**config.mk**
```make
export PLATFORM = sky130hd
export DESIGN_NAME = turbo_intlv_addr
export DESIGN_NICKNAME = d
export VERILOG_FILES = /design/src/rtl/turbo_intlv_addr.sv
export SDC_FILE = /design/constraint.sdc
export NUM_CORES = 1
export LEC_CHECK = 0
export CAP_MARGIN = 20
export CORE_AREA = 2 2 111 113
export DETAILED_ROUTE_END_ITERATION = 8
export DIE_AREA = 0 0 113 115
export PLACE_DENSITY = 0.69
export SYNTH_ARGS = -nofsm -noshare
export SYNTH_HDL_FRONTEND = slang
export SYNTH_SLANG_ARGS = --single-unit
```
**constraint.sdc**
```tcl
create_clock -name clk -period 5.05 [get_ports clk]
set_clock_uncertainty 0.2 [all_clocks]
set_input_delay 0.7575 -clock clk [delete_from_list [all_inputs] [get_ports clk]]
set_output_delay 0.7575 -clock clk [all_outputs]
set_load 0.1 [all_outputs]
```
**src/rtl/turbo_intlv_addr.sv**
```systemverilog
// -----------------------------------------------------------------------------
// turbo_intlv_addr
//
// Turbo interleaver write-address generator. It consumes the per-pair index
// stream from the length/enable stage and produces interleaved addresses for
// the pair buffer:
//
//   I(x) = (STEP*x + OFS[x mod 8]) mod L
//   addr = (pb_offset + I(x)) mod 2**AW
//
// STEP*x is never multiplied out. An accumulator advances by STEP on every
// accepted beat and wraps at L. The OFS add and the final mod-L fold are split
// across two register stages, so latency is 2 cycles and throughput is 1 beat
// per cycle.
//
// Parameters:
//   AW    width of the index, offset and address buses (12)
//   LAT2  pipeline depth marker. Must be 1; any other value stops elaboration.
//
// Ports:
//   clk        system clock, rising edge
//   n_rst      asynchronous active-low reset
//   din_vld    index valid (from the upstream dout_vld)
//   pb_size    0=PB16 (L=64), 1=PB136 (L=544), 2/3=PB520 (L=2080)
//   enable     pair index x, counting 0..L-1
//   pb_offset  buffer base address for the current PB
//   addr       interleaved buffer address
//   dout_vld   addr valid
//   last       high with dout_vld for the final pair (x=L-1)
//   busy       high while a PB is in progress
//   err        (TURBO_INTLV_CHK_EN only) index-sequence error pulse
//
// Optional feature: define TURBO_INTLV_CHK_EN to add the index-sequence
// checker and its err output.
// -----------------------------------------------------------------------------
module turbo_intlv_addr #(
    parameter int AW   = 12,
    parameter int LAT2 = 1
) (
    input  logic          clk,
    input  logic          n_rst,
    input  logic          din_vld,
    input  logic [1:0]    pb_size,
    input  logic [AW-1:0] enable,
    input  logic [AW-1:0] pb_offset,
    output logic [AW-1:0] addr,
    output logic          dout_vld,
    output logic          last,
    output logic          busy
`ifdef TURBO_INTLV_CHK_EN
    ,
    output logic          err
`endif
);

    generate
        if (LAT2 != 1) begin : g_lat2_bad
            $error("turbo_intlv_addr: LAT2 must be 1");
        end
    endgenerate

    typedef enum logic {IDLE = 1'b0, RUN = 1'b1} state_t;

    state_t        state_q, state_d;
    logic [AW-1:0] acc_q, acc_d;
    logic [AW-1:0] l_q, l_d;
    logic [AW-1:0] step_q, step_d;

    logic [AW-1:0] new_l, new_step;
    logic [5:0]    ofs_val;
    logic [AW:0]   acc_sum;
    logic          is_start, is_run_beat, is_drop;
    logic          beat_ok, beat_last;
    logic [AW-1:0] acc_use, l_use;

    logic          s1_vld_q, s1_vld_d;
    logic          s1_last_q, s1_last_d;
    logic [AW:0]   s1_sum_q, s1_sum_d;
    logic [AW-1:0] s1_base_q, s1_base_d;
    logic [AW-1:0] s1_l_q, s1_l_d;

    logic [AW-1:0] i_val;
    logic [AW-1:0] addr_q, addr_d;
    logic          dout_vld_q, dout_vld_d;
    logic          last_q, last_d;

    // Beat classification. Any enable=0 beat starts a PB, or restarts an
    // aborted one. Non-zero indices only count while RUN.
    assign is_start    = din_vld && (enable == '0);
    assign is_run_beat = din_vld && (enable != '0) && (state_q == RUN);
    assign is_drop     = din_vld && (enable != '0) && (state_q == IDLE);
    assign beat_ok     = is_start || is_run_beat;

    // PB geometry for the size presented now. Only latched on a start beat.
    always_comb begin
        unique case (pb_size)
            2'd0:    begin new_l = AW'(64);   new_step = AW'(13); end
            2'd1:    begin new_l = AW'(544);  new_step = AW'(25); end
            default: begin new_l = AW'(2080); new_step = AW'(17); end
        endcase
    end

    // OFS[x mod 8]. The table is the same for every PB size.
    always_comb begin
        unique case (enable[2:0])
            3'd0: ofs_val = 6'd0;
            3'd1: ofs_val = 6'd24;
            3'd2: ofs_val = 6'd8;
            3'd3: ofs_val = 6'd40;
            3'd4: ofs_val = 6'd16;
            3'd5: ofs_val = 6'd56;
            3'd6: ofs_val = 6'd32;
            default: ofs_val = 6'd48;
        endcase
    end

    assign acc_sum = {1'b0, acc_q} + {1'b0, step_q};

    // FSM, accumulator and stage-1 next state.
    always_comb begin
        // NOTE: every output of this block is defaulted first; a path that
        // skipped an assignment would otherwise infer a latch.
        state_d   = state_q;
        acc_d     = acc_q;
        l_d       = l_q;
        step_d    = step_q;
        acc_use   = acc_q;
        l_use     = l_q;
        beat_last = 1'b0;

        if (is_start) begin
            // This beat uses acc=0, so the next one needs 0+STEP. STEP < L,
            // so no wrap is possible here.
            acc_use = '0;
            l_use   = new_l;
            l_d     = new_l;
            step_d  = new_step;
            acc_d   = new_step;
            state_d = RUN;
        end else if (is_run_beat) begin
            // acc and STEP are both < L, so one conditional subtract wraps
            // the sum. The low bits are exact because the result fits in AW.
            acc_d = (acc_sum >= {1'b0, l_q}) ? (acc_sum[AW-1:0] - l_q) : acc_sum[AW-1:0];
            if (enable == (l_q - AW'(1))) begin
                beat_last = 1'b1;
                state_d   = IDLE;
            end
        end

        // Stage-1 data only loads on accepted beats. The valid bit always
        // loads, so gaps show up as bubbles.
        s1_vld_d  = beat_ok;
        s1_last_d = beat_last;
        s1_sum_d  = beat_ok ? ({1'b0, acc_use} + {{(AW-5){1'b0}}, ofs_val}) : s1_sum_q;
        s1_base_d = beat_ok ? pb_offset : s1_base_q;
        s1_l_d    = beat_ok ? l_use : s1_l_q;
    end

    // Stage 2: fold s1_sum (< 2L) into 0..L-1 and add the base. The carry out
    // of the AW-bit add is dropped, which gives the mod-4096 wrap.
    always_comb begin
        i_val      = (s1_sum_q >= {1'b0, s1_l_q}) ? (s1_sum_q[AW-1:0] - s1_l_q) : s1_sum_q[AW-1:0];
        addr_d     = s1_vld_q ? (s1_base_q + i_val) : addr_q;
        dout_vld_d = s1_vld_q;
        last_d     = s1_vld_q && s1_last_q;
    end

    always_ff @(posedge clk or negedge n_rst) begin
        if (!n_rst) begin
            // NOTE: the datapath registers are reset along with the control
            // registers, so addr reads 0 out of reset rather than X.
            state_q    <= IDLE;
            acc_q      <= '0;
            l_q        <= '0;
            step_q     <= '0;
            s1_vld_q   <= 1'b0;
            s1_last_q  <= 1'b0;
            s1_sum_q   <= '0;
            s1_base_q  <= '0;
            s1_l_q     <= '0;
            addr_q     <= '0;
            dout_vld_q <= 1'b0;
            last_q     <= 1'b0;
        end else begin
            // NOTE: non-blocking assignments, so every register samples the
            // pre-edge values no matter what order these statements run in.
            state_q    <= state_d;
            acc_q      <= acc_d;
            l_q        <= l_d;
            step_q     <= step_d;
            s1_vld_q   <= s1_vld_d;
            s1_last_q  <= s1_last_d;
            s1_sum_q   <= s1_sum_d;
            s1_base_q  <= s1_base_d;
            s1_l_q     <= s1_l_d;
            addr_q     <= addr_d;
            dout_vld_q <= dout_vld_d;
            last_q     <= last_d;
        end
    end

    assign addr     = addr_q;
    assign dout_vld = dout_vld_q;
    assign last     = last_q;
    assign busy     = (state_q == RUN);

`ifdef TURBO_INTLV_CHK_EN
    // Index-sequence checker. The error bit travels down the same two stages
    // as the address, so err lines up with the offending beat's dout_vld. A
    // beat dropped in IDLE produces a pulse with no dout_vld beside it.
    logic [AW-1:0] exp_q, exp_d;
    logic          chk_err;
    logic          s1_err_q, err_q;

    always_comb begin
        exp_d   = exp_q;
        chk_err = 1'b0;
        if (is_start) begin
            exp_d = AW'(1);
        end else if (is_run_beat) begin
            chk_err = (enable != exp_q);
            exp_d   = enable + AW'(1);
        end else if (is_drop) begin
            chk_err = 1'b1;
        end
    end

    always_ff @(posedge clk or negedge n_rst) begin
        if (!n_rst) begin
            exp_q    <= '0;
            s1_err_q <= 1'b0;
            err_q    <= 1'b0;
        end else begin
            exp_q    <= exp_d;
            s1_err_q <= chk_err;
            err_q    <= s1_err_q;
        end
    end

    assign err = err_q;
`endif

endmodule

```
### After elaboration in Yosys (flattened, before gate mapping)

Cells that the tools add are included.
W data, S select, Z words.

| storage, ports and cells | value |
|---|---|
| register bits | 90 |
| input bits | 29 |
| output and inout bits | 15 |

| operators by class | value |
|---|---|
| $add $sub $neg | 6 |
| magnitude comparators | 2 |
| eq/ne operators | 8 |
| muxes and demuxes | 15 |
| reductions and logical operators | 12 |

Operators with widths:

| operator | number |
|---|---|
| $mux W12 | 6 |
| $pmux W6 S7 | 1 |
| $ge A13 B12 Y1 | 2 |
| $pmux W12 S2 | 1 |
| $sub A12 B12 Y12 | 2 |
| $add A12 B12 Y13 | 1 |
| $add A12 B6 Y13 | 1 |
| $add A12 B12 Y12 | 1 |
| $eq A12 B12 Y1 | 1 |
| $logic_not A12 Y1 | 1 |
| $reduce_bool A12 Y1 | 1 |
| $sub A12 B1 Y12 const B | 1 |
| $pmux W5 S2 | 1 |
| $eq A3 B3 Y1 const B | 3 |
| $eq A3 B2 Y1 const B | 2 |
| $mux W1 | 6 |
| $logic_and A1 B1 Y1 | 4 |
| $reduce_bool A2 Y1 | 2 |
| $eq A3 B1 Y1 const B | 1 |
| $logic_not A3 Y1 | 1 |
| $eq A2 B1 Y1 const B | 1 |
| $logic_not A2 Y1 | 1 |
| $reduce_and A2 Y1 | 1 |
| $logic_or A1 B1 Y1 | 1 |

### Longest topological paths before layout

Gate-level depths: netlist of the first run.

| depth | value |
|---|---|
| word-level depth | 5 |
| mapped depth | 23 |
| mapped depth without buffers | 21 |

### Worst setup path before layout of the first run

Ideal clock, no wire load.

| timing | value |
|---|---|
| path kind | reg2reg |
| start point | register s1_sum_q[2] |
| end point | register addr_q[10], in the netlist addr[10] |
| setup time | 70 ps |
| arrival | 4146 ps |
| required time | 4780 ps |
| setup slack | 634 ps |
| stages on the path, launching flop included | 23 |
| path buffers | 2 |
| cell sequence | dfrtp_1 -> ha_1 -> and3_1 -> o21ai_1 -> a31oi_1 -> a311oi_1 -> o31ai_1 -> a21oi_1 -> buf_2 -> buf_2 -> nand2_1 -> o21ai_1 -> ha_1 -> inv_1 -> fa_1 -> nor2b_1 -> o21ai_0 -> a21boi_0 -> o21ai_0 -> a21boi_0 -> o21bai_1 -> a2111o_1 -> nand3_1 |

| between the ends | value |
|---|---|
| word-level cells in the longest chain between the ends | 3 |
| elaborated cells between the ends (all ways) | 4 |
| those cells by class | add/sub (2); order compare (1); mux (1) |

Ends and longest elaborated chain:

| item | line | RTL |
|---|---|---|
| start: declaration | 78 | `logic [AW:0] s1_sum_q, s1_sum_d;` |
| start signal: assignment | 193 | `s1_sum_q <= s1_sum_d;` |
| $sub A12 B12 Y12 / $ge A13 B12 Y1 (equally long branches) | 162 | `i_val = (s1_sum_q >= {1'b0, s1_l_q}) ? (s1_sum_q[AW-1:0] - s1_l_q) : s1_sum_q[AW-1:0];` |
| $mux W12 (*) | 162 |  |
| $add A12 B12 Y12 (*) | 163 | `addr_d = s1_vld_q ? (s1_base_q + i_val) : addr_q;` |
| end signal: assignment | 196 | `addr_q <= addr_d;` |
| end: declaration | 83 | `logic [AW-1:0] addr_q, addr_d;` |

Every way passes the cells marked *; elsewhere a longest branch is shown, timed or not.
A chain may end at the register's enable or synchronous reset.

### Worst setup path in the final report of the first run

| timing | value |
|---|---|
| start point | register s1_sum_q[7] |
| end point | register addr_q[10], in the netlist addr[10] |

Same word-level chain as after synthesis.

==> impl_metrics.yaml, run 1 <==
pwr:
  powerDensity_nw_per_um2: 569
  fin_total_pwr_w: 0.00378
  max-vdd-ir-drop_uv: 274
  p_leak_nw: 3.02
critical_path:
  crit_family: "compound AO/OA/AOI/OAI gates"
  worstPathCellList: "ha_1 -> a21oi_1 -> nor2b_1 -> a2111oi_1 -> o31ai_1 -> a21oi_1 -> buf_4 -> nand2_1 -> o21ai_1 -> ha_1 -> inv_1 -> fa_1 -> nor2b_1 -> o21ai_0 -> a21boi_0 -> o21ai_0 -> a21boi_1 -> o21bai_1 -> a2111o_1 -> nand3_1"
  crit_buf_inv: 2
  required_ns: 5.13
  arrival_ns: 4.77
  cpMaxStageDelayCell: "a2111oi_1"
  path_max_fanout: 4
  worstSetupPathType: "reg -> reg"
  cp-end-kind: "register"
  startpoint_type: "register"
  max_stage_delay_ns: 0.43
timing:
  rsz0062_at_grt: "false"
  post-route-period-util_pct: 93.0
  hold_violations: 0
  worst_pin_slew_ns: 1.01
  slew_violations: 0
  setup_ws_ns: 0.354
  slew_headroom_pct: 32.2
  tns_ns: 0
  setup_viol: 0
  period_needed_ns: 4.70
  fmax_mhz: 213
synthesis:
  synth_area_per_cell_um2: 8.82
  synth_ff_type: "dfrtp_1"
  ys_seq_area_share_pct: 35.6
  netlist_area_um2: 5760
  synth_seq_cells: 82
  synth_cell_type_count: 72
  synth_cells: 653
  async_flop_share_pct: 100
  synth_edf_count: 0
  syn-num-nets: 730
  yosysWarnings: 0
clock_tree:
  clockRootBuffer: "clkbuf_16"
  cts-buffers-inserted: 9
  cts_post_setup_buffers_inserted: 0
  clk_pin_slew_ns: 0.06
  h-tree-depth: 3
  clock_latency_ns: 0.34
  numClockSinks: 82
  cts_tree: "yes"
  cts_max_path_buffers: 2
  cts.hold.buffers_added: 0
  post_cts_resized: 0
global_route:
  antenna_found_initial: 0
  grt_pass1_wl_mm: 24.3
  grt_max_degree: 83
  first_global_vias: 4950
  overflow: 0
  grt_util_all_layers_pct: 23.5
outcome:
  status: "finished, violations left"
  violations: "DRC"
route:
  first_iter_violations: 300
  vias_per_cell: 5.81
  dr.pass1.iters: 7
  vias: 4903
  wl_per_cell_um: 17.2
  drc: 8
  drt_wl_total_mm: 14.5
  drtAntennaViolNets: 0
finish:
  final_cell_mix: "nand2_1, dfrtp_1, inv_1, ha_1, clkdlybuf4s50_1"
  nNetsFinal: 769
  area_growth_pct: 15.4
  final_common_cell: "nand2_1"
  drive_above_1_share_pct: 7.46
  num_antenna_cells: 0
floorplanning:
  dieArea_um2: 13000
  core_um2: 11800
  rows: 40
  io_pins: 44
  initial_core_util_pct: 48.8
  chipWidth_um: 113
  die_y_um: 115
flow_run:
  cap_violations: 0
placed_design:
  io_buffers: 43
  place_congestion: 0.899
  hpwl_mm: 10.9
  place_ws_ns: 0.214
hold_path:
  min_path_type: "in -> async"
-- through the flow --
stage | util (%) | area (um^2) | instances | hold slack [ns]
floorplan | - | 5760 | 653 | 0.172
global route | 56.3 | 6650 | 844 | 0.135
finish | 56.3 | 6650 | 844 | 0.120
CTS | 56.0 | 6620 | 843 | 0.261
detailed placement | 53.5 | 6320 | 827 | 0.246
global placement | 53.5 | 6320 | 827 | 0.231
-- kinds of logic (layout without fill, tap and decap cells) --
family / Yosys count / in the layout / share of synthesized area, %
xor gates and xnor gates: 47 / 47 / 7.15
adders and majority gates: 49 / 49 / 11.1
muxes: 20 / 20 / 3.74
AOI/OAI and AO/OA: 178 / 178 / 20.2
and+or+nand+nor: 204 / 204 / 17.1
DFF: 82 / 82 / 35.6
buffers and inverters: 73 / 117 / 5.00
-- routing by layer --
metal	routed length (um)	global-route usage [%]
met1	6450	29.6
met2	7190	40.8
met3	559	4.06
met4	324	8.70
met5	0	0
-- synthesized netlist by cell type, types with 12 or more instances --
| master | instances | area share (%) |
|---|---|---|
| nand2_1 | 97 | 6.3 |
| dfrtp_1 | 82 | 36 |
| inv_1 | 49 | 3.2 |
| ha_1 | 44 | 9.6 |
| o21ai_0 | 40 | 3.5 |
| a21oi_1 | 33 | 2.9 |
| xnor2_1 | 32 | 4.9 |
| nor2_1 | 30 | 2.0 |
| clkbuf_1 | 17 | 1.1 |
| xor2_1 | 15 | 2.3 |
| a21o_1 | 13 | 1.7 |
| o21ai_1 | 13 | 1.1 |
| nand3_1 | 12 | 1.0 |
| nor3_1 | 12 | 1.0 |
-- state kept, by name (all words and copies together), names as in the netlist --
name / count
busy: 1
s1_l_q: 12
dout_vld_d: 1
acc_q: 12
s1_sum_q: 13
step_q: 4
s1_base_q: 12
l_q: 12
s1_last_q: 1
addr: 12
last: 1
dout_vld: 1
-- where the power goes --
part | total, W | switching [W] | internal (W)
Sequential | 0.000955 | 0.000148 | 0.000807
Clock | 0.000633 | 0.000262 | 0.000371
Combinational | 0.00219 | 0.00132 | 0.000874
-- final timing paths --
kind,to,depth (start not counted),slack [ns],start
max in group asynchronous,s1_l_q[9]$_DFFE_PN0P_,2,3.93,n_rst
setup / recovery,addr[10]$_DFFE_PN0P_,20,0.35,s1_sum_q[7]$_DFFE_PN0P_
hold reg to reg,last$_DFF_PN0_,1,0.25,s1_last_q$_DFF_PN0_
hold / removal,addr[4]$_DFFE_PN0P_,1,0.12,n_rst
setup reg to reg,addr[10]$_DFFE_PN0P_,20,0.35,s1_sum_q[7]$_DFFE_PN0P_
min in group clk,last$_DFF_PN0_,1,0.25,s1_last_q$_DFF_PN0_
-- layout make-up --
cell class                 count  area (um^2)
clock buffer                  12          267
clock inverter                 4         25.0
fill                        1086         5170
inverter                      50          188
multi-input combinational    498         3420
sequential                    82         2050
tap                          147          184
timing repair buffer          51          508
(Power assumes the default switching activity.)
==> inputs of run 2 (changes only) <==
--- a/config.mk
+++ b/config.mk
@@ -7,6 +7,7 @@
 export LEC_CHECK = 0
 export CAP_MARGIN = 20
 export CORE_AREA = 2 2 111 113
+export CTS_CLUSTER_SIZE = 24
 export DETAILED_ROUTE_END_ITERATION = 8
 export DIE_AREA = 0 0 113 115
 export PLACE_DENSITY = 0.69
==> results of run 2 <==
The final DEF is identical to that of run 1; final timing and power are the same.
==> inputs of run 3 (changes only) <==
--- a/config.mk
+++ b/config.mk
@@ -7,10 +7,12 @@
 export LEC_CHECK = 0
 export CAP_MARGIN = 20
 export CORE_AREA = 2 2 111 113
+export CTS_CLUSTER_DIAMETER = 200
 export CTS_CLUSTER_SIZE = 24
 export DETAILED_ROUTE_END_ITERATION = 8
 export DIE_AREA = 0 0 113 115
 export PLACE_DENSITY = 0.69
+export SLEW_MARGIN = 20
 export SYNTH_ARGS = -nofsm -noshare
 export SYNTH_HDL_FRONTEND = slang
 export SYNTH_SLANG_ARGS = --single-unit
==> impl_metrics.yaml, run 3 (same netlist as run 1, synthesis figures left out) <==
critical_path:
  cp-end-kind: "register"
  crit_buf_inv: 2
  required_ns: 5.13
  startpoint_type: "register"
  arrival_ns: 4.77
  worstPathCellList: "ha_1 -> a21oi_1 -> nor2b_1 -> a2111oi_1 -> o31ai_1 -> a21oi_1 -> buf_4 -> nand2_1 -> o21ai_1 -> ha_1 -> inv_1 -> fa_1 -> nor2b_1 -> o21ai_0 -> a21boi_0 -> o21ai_0 -> a21boi_1 -> o21bai_1 -> a2111o_1 -> nand3_1"
  worstSetupPathType: "reg -> reg"
  crit_family: "compound AO/OA/AOI/OAI gates"
  max_stage_delay_ns: 0.43
  cpMaxStageDelayCell: "a2111oi_1"
  path_max_fanout: 4
timing:
  setup_viol: 0
  tns_ns: 0
  period_needed_ns: 4.69
  fmax_mhz: 213
  timing.hold.ws_ns: 0.252
  slew_violations: 0
  hold_violations: 0
  post-route-period-util_pct: 92.9
  worst_pin_slew_ns: 1.03
  rsz0062_at_grt: "false"
  setup_ws_ns: 0.357
  slew_headroom_pct: 31.1
clock_tree:
  numClockSinks: 82
  clk_pin_slew_ns: 0.06
  cts-buffers-inserted: 9
  cts_post_setup_buffers_inserted: 0
  cts_max_path_buffers: 2
  cts_tree: "yes"
  clockRootBuffer: "clkbuf_16"
  h-tree-depth: 3
  clock_latency_ns: 0.34
flow_run:
  cap_violations: 0
pwr:
  max-vdd-ir-drop_uv: 274
  p_leak_nw: 3.01
  powerDensity_nw_per_um2: 571
finish:
  final_common_cell: "nand2_1"
  drive_above_1_share_pct: 7.33
  top_register: "s1_sum_q"
  nNetsFinal: 768
  final_core_util_pct: 56.1
  num_antenna_cells: 0
  area_growth_pct: 14.9
  final_cell_mix: "nand2_1, dfrtp_1, inv_1, ha_1, clkdlybuf4s50_1"
  largest_reg_flops: 13
route:
  vias: 4878
  drc: 8
  drt_wl_total_mm: 14.6
  first_iter_violations: 296
  vias_per_cell: 5.79
  dr.pass1.iters: 6
  wl_per_cell_um: 17.3
  drtAntennaViolNets: 0
global_route:
  antenna_found_initial: 0
  grt_busiest_layer: "met2"
  use_met2_pct: 40.8
  grt_util_all_layers_pct: 23.5
  overflow: 0
  grt_use_met3_pct: 4.06
  grt_max_degree: 83
  grt_pass1_wl_mm: 24.3
  met1_usage_pct: 29.6
  first_global_vias: 4950
floorplanning:
  io_pins: 44
  core_um2: 11800
  chipWidth_um: 113
  rows: 40
  dieArea_um2: 13000
  initial_core_util_pct: 48.8
  die_y_um: 115
hold_path:
  min_path_type: "reg -> reg"
placed_design:
  io_buffers: 43
  place_ws_ns: 0.214
  place_congestion: 0.899
  hpwl_mm: 10.9
outcome:
  status: "finished, violations left"
  violations: "DRC"
run 3: cell types whose count changed in the layout (fill, tap and decap cells not counted), sizes merged:
cell,before,now
buf,9,8
run 3: power breakdown:
group          switching (W)  leakage (nW)  internal (W)
Clock               0.000263         0.141      0.000371
Sequential          0.000148         0.973      0.000807
Combinational        0.00132          1.90      0.000872
Total                0.00173          3.01       0.00205
run 3: per-layer routing:
layer / part of all wire, % / vias up
li1: - / 2392
met1: 45 / 2363
met2: 49 / 100
met3: 3.2 / 23
met4: 2.6 / 0
met5: 0 / -
run 3: timing repair:
action                                  CTS  global route
hold buffers                              0             0
resized for setup                         0             2
endpoints found under the setup margin    0             2
run 3: metrics by stage:
step / total power, W / std cells / area [um^2]
floorplan: 0.00265 / 653 / 5760
global placement: 0.00305 / 827 / 6320
detailed placement: 0.00313 / 827 / 6320
CTS: 0.00377 / 843 / 6620
global route: 0.00406 / 843 / 6620
finish: 0.00378 / 843 / 6620
run 3: final timing paths:
path,from,end,slack (ns),depth (start not counted)
setup / recovery,s1_sum_q[7]$_DFFE_PN0P_,addr[10]$_DFFE_PN0P_,0.36,20
hold / removal,s1_last_q$_DFF_PN0_,last$_DFF_PN0_,0.25,1
setup reg to reg,s1_sum_q[7]$_DFFE_PN0P_,addr[10]$_DFFE_PN0P_,0.36,20
hold reg to reg,s1_last_q$_DFF_PN0_,last$_DFF_PN0_,0.25,1
max in group asynchronous,n_rst,l_q[1]$_DFF_PN0_,3.86,1
min in group asynchronous,n_rst,s1_base_q[2]$_DFFE_PN0P_,0.26,1
run 3: layout make-up:
| class | instances | area [um^2] |
|---|---|---|
| tap | 147 | 184 |
| fill | 1089 | 5190 |
| multi-input combinational | 498 | 3420 |
| sequential | 82 | 2050 |
| clock inverter | 4 | 25.0 |
| timing repair buffer | 50 | 484 |
| inverter | 50 | 188 |
| clock buffer | 12 | 267 |
